===== src/rtl/alu_pkg.sv =====
// Shared ALU opcode and sequencer state definitions.
package alu_pkg;

    typedef enum logic [3:0] {
        ALU_ADD  = 4'd0,
        ALU_SUB  = 4'd1,
        ALU_MUL  = 4'd2,
        ALU_DIV  = 4'd3,
        ALU_AND  = 4'd4,
        ALU_OR   = 4'd5,
        ALU_NOT  = 4'd6,
        ALU_SLL  = 4'd7,
        ALU_SRL  = 4'd8,
        ALU_LOAD = 4'd9
    } alu_op_t;

    typedef enum logic [1:0] {
        IDLE = 2'd0,
        EXEC = 2'd1,
        RESP = 2'd2
    } seq_state_t;

    localparam logic [3:0] OP_LOAD = 4'd9;

endpackage


===== src/rtl/alu_sequencer.sv =====
// Accumulator sequencer: accepts commands, drives an external ALU for LAT cycles,
// writes the result back into the accumulator and returns it as a response.
module alu_sequencer
    import alu_pkg::*;
#(
    parameter int unsigned N   = 8,
    parameter int unsigned LAT = 1
) (
    input  logic         clk,
    input  logic         rst,
    input  logic         cmd_valid,
    output logic         cmd_ready,
    input  logic [3:0]   cmd_op,
    input  logic [N-1:0] cmd_data,
    output logic [N-1:0] alu_a,
    output logic [N-1:0] alu_b,
    output logic [3:0]   alu_op,
    input  logic [N-1:0] alu_result,
    output logic         rsp_valid,
    input  logic         rsp_ready,
    output logic [N-1:0] rsp_data,
    output logic         rsp_zero,
    output logic         busy
);

    localparam int unsigned CW = $clog2(LAT + 1);

    seq_state_t     state, state_nxt;
    logic [N-1:0]   acc, acc_nxt;
    logic [N-1:0]   data_q, data_nxt;
    logic [3:0]     op_q, op_nxt;
    logic [CW-1:0]  cnt, cnt_nxt;

    always_ff @(posedge clk) begin
        if (rst) begin
            state  <= IDLE;
            acc    <= '0;
            data_q <= '0;
            op_q   <= 4'd0;
            cnt    <= '0;
        end else begin
            state  <= state_nxt;
            acc    <= acc_nxt;
            data_q <= data_nxt;
            op_q   <= op_nxt;
            cnt    <= cnt_nxt;
        end
    end

    always_comb begin
        state_nxt = state;
        acc_nxt   = acc;
        data_nxt  = data_q;
        op_nxt    = op_q;
        cnt_nxt   = cnt;
        case (state)
            IDLE: begin
                if (cmd_valid) begin
                    op_nxt   = cmd_op;
                    data_nxt = cmd_data;
                    if (cmd_op == OP_LOAD) begin
                        acc_nxt   = cmd_data;
                        state_nxt = RESP;
                    end else begin
                        cnt_nxt   = '0;
                        state_nxt = EXEC;
                    end
                end
            end
            EXEC: begin
                // Sample the ALU only after its operands have been held LAT cycles.
                if (cnt == CW'(LAT - 1)) begin
                    acc_nxt   = alu_result;
                    state_nxt = RESP;
                end else begin
                    cnt_nxt = cnt + CW'(1);
                end
            end
            RESP: begin
                if (rsp_ready) begin
                    state_nxt = IDLE;
                end
            end
            default: state_nxt = IDLE;
        endcase
    end

    // All outputs decode registered state; rst only masks cmd_ready.
    assign cmd_ready = (state == IDLE) && !rst;
    assign busy      = (state != IDLE);
    assign rsp_valid = (state == RESP);
    assign rsp_data  = acc;
    assign rsp_zero  = (acc == '0);
    assign alu_a     = acc;
    assign alu_b     = data_q;
    assign alu_op    = op_q;

endmodule


===== config.mk =====
export PLATFORM = sky130hd
export DESIGN_NAME = alu_sequencer
export DESIGN_NICKNAME = d
export VERILOG_FILES = /design/src/rtl/alu_pkg.sv /design/src/rtl/alu_sequencer.sv
export SDC_FILE = /design/constraint.sdc
export NUM_CORES = 1
export LEC_CHECK = 0
export CORE_ASPECT_RATIO = 1.1
export CORE_MARGIN = 2
export CORE_UTILIZATION = 38
export DETAILED_ROUTE_END_ITERATION = 12
export GPL_ROUTABILITY_DRIVEN = 0
export HOLD_SLACK_MARGIN = 0.1
export PLACE_DENSITY = 0.85
export SLEW_MARGIN = 5
export SYNTH_ARGS = -nofsm -noshare
export SYNTH_HDL_FRONTEND = slang
export SYNTH_SLANG_ARGS = --single-unit

===== constraint.sdc =====
create_clock -name clk -period 1.6 [get_ports clk]
set_input_delay 0.48 -clock clk [delete_from_list [all_inputs] [get_ports clk]]
set_output_delay 0.48 -clock clk [all_outputs]
set_load 0.03 [all_outputs]

==> impl_metrics.yaml, run 1 <==
outcome:
  status: "complete, but fails checks"
  violations: "setup timing"
drt:
  ant_nets: 0
  drt_first_pass_iters: 4
  post-route-drc-count: 0
  via_per_inst: 5.135
  via_count: 991
  drt-initial-drc-count: 19
  drt_wl_total_um: 2908
  wl_per_cell_um: 15.07
placed_design:
  preCtsSetupSlack_ps: -291.5
  dp_hpwl_um: 2114
  dp_cells: 188
  io_buffers: 55
logic_synthesis:
  ys.warnings.count: 0
  synthesis.nets: 133
  synth_top_area_cell: "dfxtp_1"
  synth_seq_cells: 22
  async_flop_share: 0
  syn-cell-area_um2: 1037
  synth_cells: 109
  yosys-top-cells-area: "dfxtp_1 (42%), mux2i_1 (12%), nor2_1 (8.0%)"
  yosysUniqueCellTypes: 23
  syn_area_per_cell_um2: 9.516
  synth_top_area_frac: 0.4246
  synthFlopType: "dfxtp_1"
  yosysSeqAreaShare: 0.4246
  synth_edf_count: 0
  ys_top_cells_by_count: "dfxtp_1 (22), nor2_1 (22), mux2i_1 (12)"
timing:
  fin_crit_sh: 1.212
  hold_slack_ps: 507.8
  relSlewSlack: 0.7836
  fin_crit_ps: 1939
  rsz0062_at_grt: "true"
  hold_viol: 0
  setup_slack_ps: -339.3
  finClkSkew_ps: 0.8317
  tightest_slew_ps: 325.9
  drv_slew: 0
  final.setup.tns_ps: -518.9
  fmax_mhz: 515.6
  finalSetupViolations: 4
critical_path:
  worstPathCellList: "or4_4 -> nor2_4 -> buf_6"
  rrSetupSlack_ps: 290
  crit_type: "reg -> out"
  critPathSlowestCell: "or4_4"
  path_max_fanout: 4
  r2r-end: "alu_a[2]$_SDFFE_PP0P_"
  end_kind: "primary output"
  timing.rr.start: "state[1]$_SDFFE_PP0P_"
  rr_worst_depth: 4
  critPathTopFamily: "simple AND/OR/NAND/NOR gates"
  crit_buf_inv: 1
  slowest_delay_ps: 550
  crit_path_start_kind: "flop"
  worstPathArrival_ps: 1460
  worstPathRequired_ps: 1120
clock_tree:
  insertion_delay_ps: 320
  cts.clk_slew.worst_paths_ps: 130
  cts_root_buf: "clkbuf_4"
  cts_buffer_depth: 2
  h-tree-depth: 1
  cts_sinks: 22
  cts_tree: "done"
  numCtsBuffers: 3
hold_path:
  holdPathEnd: "alu_op[0]$_SDFFE_PP0P_"
  min_from: "alu_op[0]$_SDFFE_PP0P_"
  hp-class: "reg -> reg"
  min_path_cells: 2
flow_run:
  maxCapViolations: 0
layout:
  antenna_cells: 0
  layout-drive-gt1-share: 0.2407
  fillerInstances: 215
  area_growth_pct: 58.75
  instances_no_fill: 193
  final_nets: 187
floorplan:
  die_w_um: 53.82
  dieArea_um2: 3164
  num_io_pins: 56
  start_util: 0.4078
  num_rows: 19
  die_h_um: 58.80
  coreArea_um2: 2544
global_route:
  first_global_vias: 981
  grt_usage: 0.1914
  grt_overflow_total: 0
  antenna_found_initial: 0
  grt_pass1_wl_um: 4478
  grt_start_max_net_pins: 22
power_and_ir_drop:
  power_leakage_nw: 0.7068
  powerDensity_nw_per_um2: 947.8
  peakVddDrop_mv: 0.6846
## stage by stage
step / utilization / area, µm² / total power [W]
final: 0.6473 / 1647 / 0.001561
after global routing: 0.6473 / 1647 / 0.001612
after CTS: 0.6503 / 1654 / 0.001568
after detailed placement: 0.6232 / 1585 / 0.001148
after global placement: 0.6232 / 1585 / 0.001136
after floorplan: - / 1056 / 0.0009438
## kinds of logic (layout without fill, tap and decap cells)
group	Yosys count	in the layout	share of synthesized area
simple gates	43	43	0.2208
compound gates	17	17	0.1182
mux	12	12	0.1158
flops	22	22	0.4246
buf+inv	15	68	0.1206
## layout make-up
cell class,instances,area (µm²),share of cell area
clock buffer,3,22.52,0.01368
timing repair buffer,64,604.3,0.3670
clock inverter,1,30.03,0.01824
multi-input combinational,72,504.2,0.3062
tap,31,38.79,0.02356
sequential,22,446.7,0.2713
## registers in the layout (all words and copies together), names as in the netlist
signal	count
alu_a	8
alu_b	8
alu_op	4
state	2
## worst min-delay path: stages (launching register included)
cell,delay (ps)
dfxtp_1,350
mux2i_1,60
nor2_1,70
## worst max-delay path by stage
stage,from,to,cells after the start
2_1_floorplan,alu_a[0]$_SDFFE_PP0P_,rsp_zero,2
3_3_place_gp,cmd_op[1],alu_a[6]$_SDFFE_PP0P_,4
5_1_grt,alu_a[4]$_SDFFE_PP0P_,rsp_zero,3
3_5_place_dp,cmd_op[1],alu_a[2]$_SDFFE_PP0P_,4
4_1_cts,alu_a[4]$_SDFFE_PP0P_,rsp_zero,3
6_report,alu_a[4]$_SDFFE_PP0P_,rsp_zero,3
## what timing repair did
item,4_1_cts,5_1_grt
pin swaps,1,0
setup endpoints to repair,32,23
buffers inserted,0,1
resized for setup,55,14
hold buffers,0,0
## report_power, final
part / leakage (nW) / switching (W) / internal, W
registers: 0.183 / 0.0000284 / 0.000592
clock network: 0.0279 / 0.000185 / 0.000253
logic: 0.496 / 0.000275 / 0.000227
## per-layer routing
| metal | GRT usage | share of wire |
|---|---|---|
| met1 | 0.2341 | 0.41 |
| met2 | 0.3293 | 0.51 |
| met3 | 0.03553 | 0.076 |
| met4 | 0.06593 | 0.012 |
| met5 | 0 | 0 |
## cell usage in the layout, fill, tap and decap left out, drive strengths merged
cell / Yosys / layout
bufinv: 0 / 1
nor2b: 1 / 1
dlygate4sd2: 0 / 14
mux2i: 12 / 12
nand4bb: 1 / 1
dfxtp: 22 / 22
nand3: 8 / 8
nor2: 22 / 22
clkdlybuf4s15: 0 / 10
nor3b: 1 / 1
or2: 1 / 1
nand2b: 3 / 3
and2b: 1 / 1
buf: 14 / 13
and3: 1 / 1
and4bb: 1 / 1
a31oi: 1 / 1
clkdlybuf4s50: 0 / 23
clkbuf: 1 / 7
or4: 2 / 2
nand2: 1 / 1
a311oi: 8 / 8
o21ai: 8 / 8
Note: power is estimated with default switching activity, not from simulation.
==> run 2, diff against run 1 <==
--- a/config.mk
+++ b/config.mk
@@ -7,12 +7,11 @@
 export LEC_CHECK = 0
 export CORE_ASPECT_RATIO = 1.1
 export CORE_MARGIN = 2
-export CORE_UTILIZATION = 38
+export CORE_UTILIZATION = 34
 export DETAILED_ROUTE_END_ITERATION = 12
 export GPL_ROUTABILITY_DRIVEN = 0
 export HOLD_SLACK_MARGIN = 0.1
-export PLACE_DENSITY = 0.85
-export SLEW_MARGIN = 5
+export PLACE_DENSITY = 0.8
 export SYNTH_ARGS = -nofsm -noshare
 export SYNTH_HDL_FRONTEND = slang
 export SYNTH_SLANG_ARGS = --single-unit
==> constraint.sdc (replaced) <==
create_clock -name clk -period 1.65 [get_ports clk]
set_input_delay 0.495 -clock clk [delete_from_list [all_inputs] [get_ports clk]]
set_output_delay 0.495 -clock clk [all_outputs]
set_load 0.03 [all_outputs]
==> impl_metrics.yaml, run 2 (synthesis gave the netlist of run 1 again) <==
layout:
  most-common-layout-cells: "clkdlybuf4s50_1 (23), nor2_1 (20), dlygate4sd2_1 (19), dfxtp_1 (16), mux2i_1 (12)"
  area_growth_pct: 54.76
  antenna_cells: 0
  instances_no_fill: 196
  fillerInstances: 291
  final_nets: 187
  final_common_cell: "clkdlybuf4s50_1"
  layout-drive-gt1-share: 0.2346
global_route:
  first_global_vias: 922
  grt_usage: 0.1425
  grt_start_max_net_pins: 22
  antenna_found_initial: 0
  grt_pass1_wl_um: 3967
  grt_overflow_total: 0
placed_design:
  dp_cells: 190
  io_buffers: 55
  dp_hpwl_um: 1981
floorplan:
  die_w_um: 56.66
  num_rows: 21
  die_h_um: 61.93
  coreArea_um2: 2969
  dieArea_um2: 3509
  start_util: 0.3493
  num_io_pins: 56
clock_tree:
  insertion_delay_ps: 310
  numCtsBuffers: 3
  cts_buffer_depth: 2
  cts_root_buf: "clkbuf_4"
  cts-hold-fix-buffers: 0
  cts_sinks: 22
  h-tree-depth: 1
  cts.clk_slew.worst_paths_ps: 120
  cts_tree: "done"
timing:
  fin_crit_ps: 1925
  fin_crit_sh: 1.166
  setup_slack_ps: -274.6
  drv_slew: 0
  fmax_mhz: 519.6
  relSlewSlack: 0.7899
  hold_slack_ps: 506.0
  hold_viol: 0
  finClkSkew_ps: 1.726
  final.setup.tns_ps: -368.0
  finalSetupViolations: 2
  rsz0062_at_grt: "true"
  tightest_slew_ps: 316.4
critical_path:
  critPathLaunch: "alu_a[5]$_SDFFE_PP0P_"
  critPathTopFamily: "simple AND/OR/NAND/NOR gates"
  crit_type: "reg -> out"
  worstPathArrival_ps: 1430
  end_kind: "primary output"
  r2r-end: "alu_a[4]$_SDFFE_PP0P_"
  rrSetupSlack_ps: 310
  path_max_fanout: 2
  crit_path_start_kind: "flop"
  rr_worst_depth: 4
  critPathSlowestCell: "or4_4"
  worst-path-stages: 3
  worstPathCellList: "or4_4 -> nor2_4 -> buf_6"
  timing.rr.start: "state[1]$_SDFFE_PP0P_"
  critPathCapture: "rsp_zero"
  crit_buf_inv: 1
  worstPathRequired_ps: 1150
  slowest_delay_ps: 540
hold_path:
  hp-class: "reg -> reg"
  min_path_cells: 2
outcome:
  status: "complete, but fails checks"
  violations: "setup timing"
drt:
  via_per_inst: 4.954
  drt_wl_total_um: 2545
  via_count: 971
  drt-initial-drc-count: 19
  post-route-drc-count: 0
  ant_nets: 0
  wl_per_cell_um: 12.98
  drt_first_pass_iters: 4
power_and_ir_drop:
  power_leakage_nw: 0.7148
  peakVddDrop_mv: 0.5793
  total_power_w: 0.001371
  powerDensity_nw_per_um2: 854.0
flow_run:
  maxCapViolations: 0
run 2: final cells by class:
cell class,instances,area [µm²],share of cell area
Tap cell,34,42.54,0.02650
Timing Repair Buffer,64,579.3,0.3609
Sequential cell,22,447.9,0.2790
Multi-Input combinational cell,72,499.2,0.3110
Clock buffer,4,36.28,0.02260
run 2: worst reg2reg max path, stage by stage (launching register included):
cell and delay [ps]:
dfxtp_2 340, buf_4 140, and2b_1 350, nand3_1 110
a311oi_1 300
run 2: how the worst min path moves through the flow:
stage                           startpoint                      to  slack [ps]
global route         alu_b[7]$_SDFFE_PP0P_   alu_b[7]$_SDFFE_PP0P_         540
detailed placement  alu_op[1]$_SDFFE_PP0P_  alu_op[1]$_SDFFE_PP0P_         490
finish               alu_b[1]$_SDFFE_PP0P_   alu_b[1]$_SDFFE_PP0P_         510
global placement     alu_b[1]$_SDFFE_PP0P_   alu_b[1]$_SDFFE_PP0P_         470
CTS                  alu_b[1]$_SDFFE_PP0P_   alu_b[1]$_SDFFE_PP0P_         510
floorplan                              rst   alu_a[7]$_SDFFE_PP0P_         560
run 2: per-stage QoR:
step | utilization | setup WS, ps | area [µm²]
after global routing | 0.5407 | -314.8 | 1605
final | 0.5407 | -274.6 | 1605
after CTS | 0.5419 | -303.4 | 1609
after detailed placement | 0.5327 | -279.1 | 1582
after floorplan | - | -23.15 | 1056
after global placement | 0.5327 | -201.4 | 1582
run 2: repair_timing:
action / 4_1_cts / 5_1_grt
setup buffers: 0 / 2
gates resized for setup: 40 / 21
setup endpoints to repair: 32 / 17
pin swaps: 4 / 2
endpoints found under the hold margin: 0 / 0
run 2: routing by layer:
metal  GRT usage  part of all wire  vias to the layer above
met1      0.1709              0.44                      441
met3     0.03727             0.085                        3
met4     0.04762            0.0090                        0
li1            -                 -                      487
met5           0                 0                        -
met2      0.2525              0.47                       40
run 2: power by group:
| group | total (W) | switching [W] | internal, W |
|---|---|---|---|
| registers | 0.000601 | 0.0000267 | 0.000574 |
| clock network | 0.000296 | 0.000161 | 0.000135 |
| logic | 0.000475 | 0.000261 | 0.000214 |
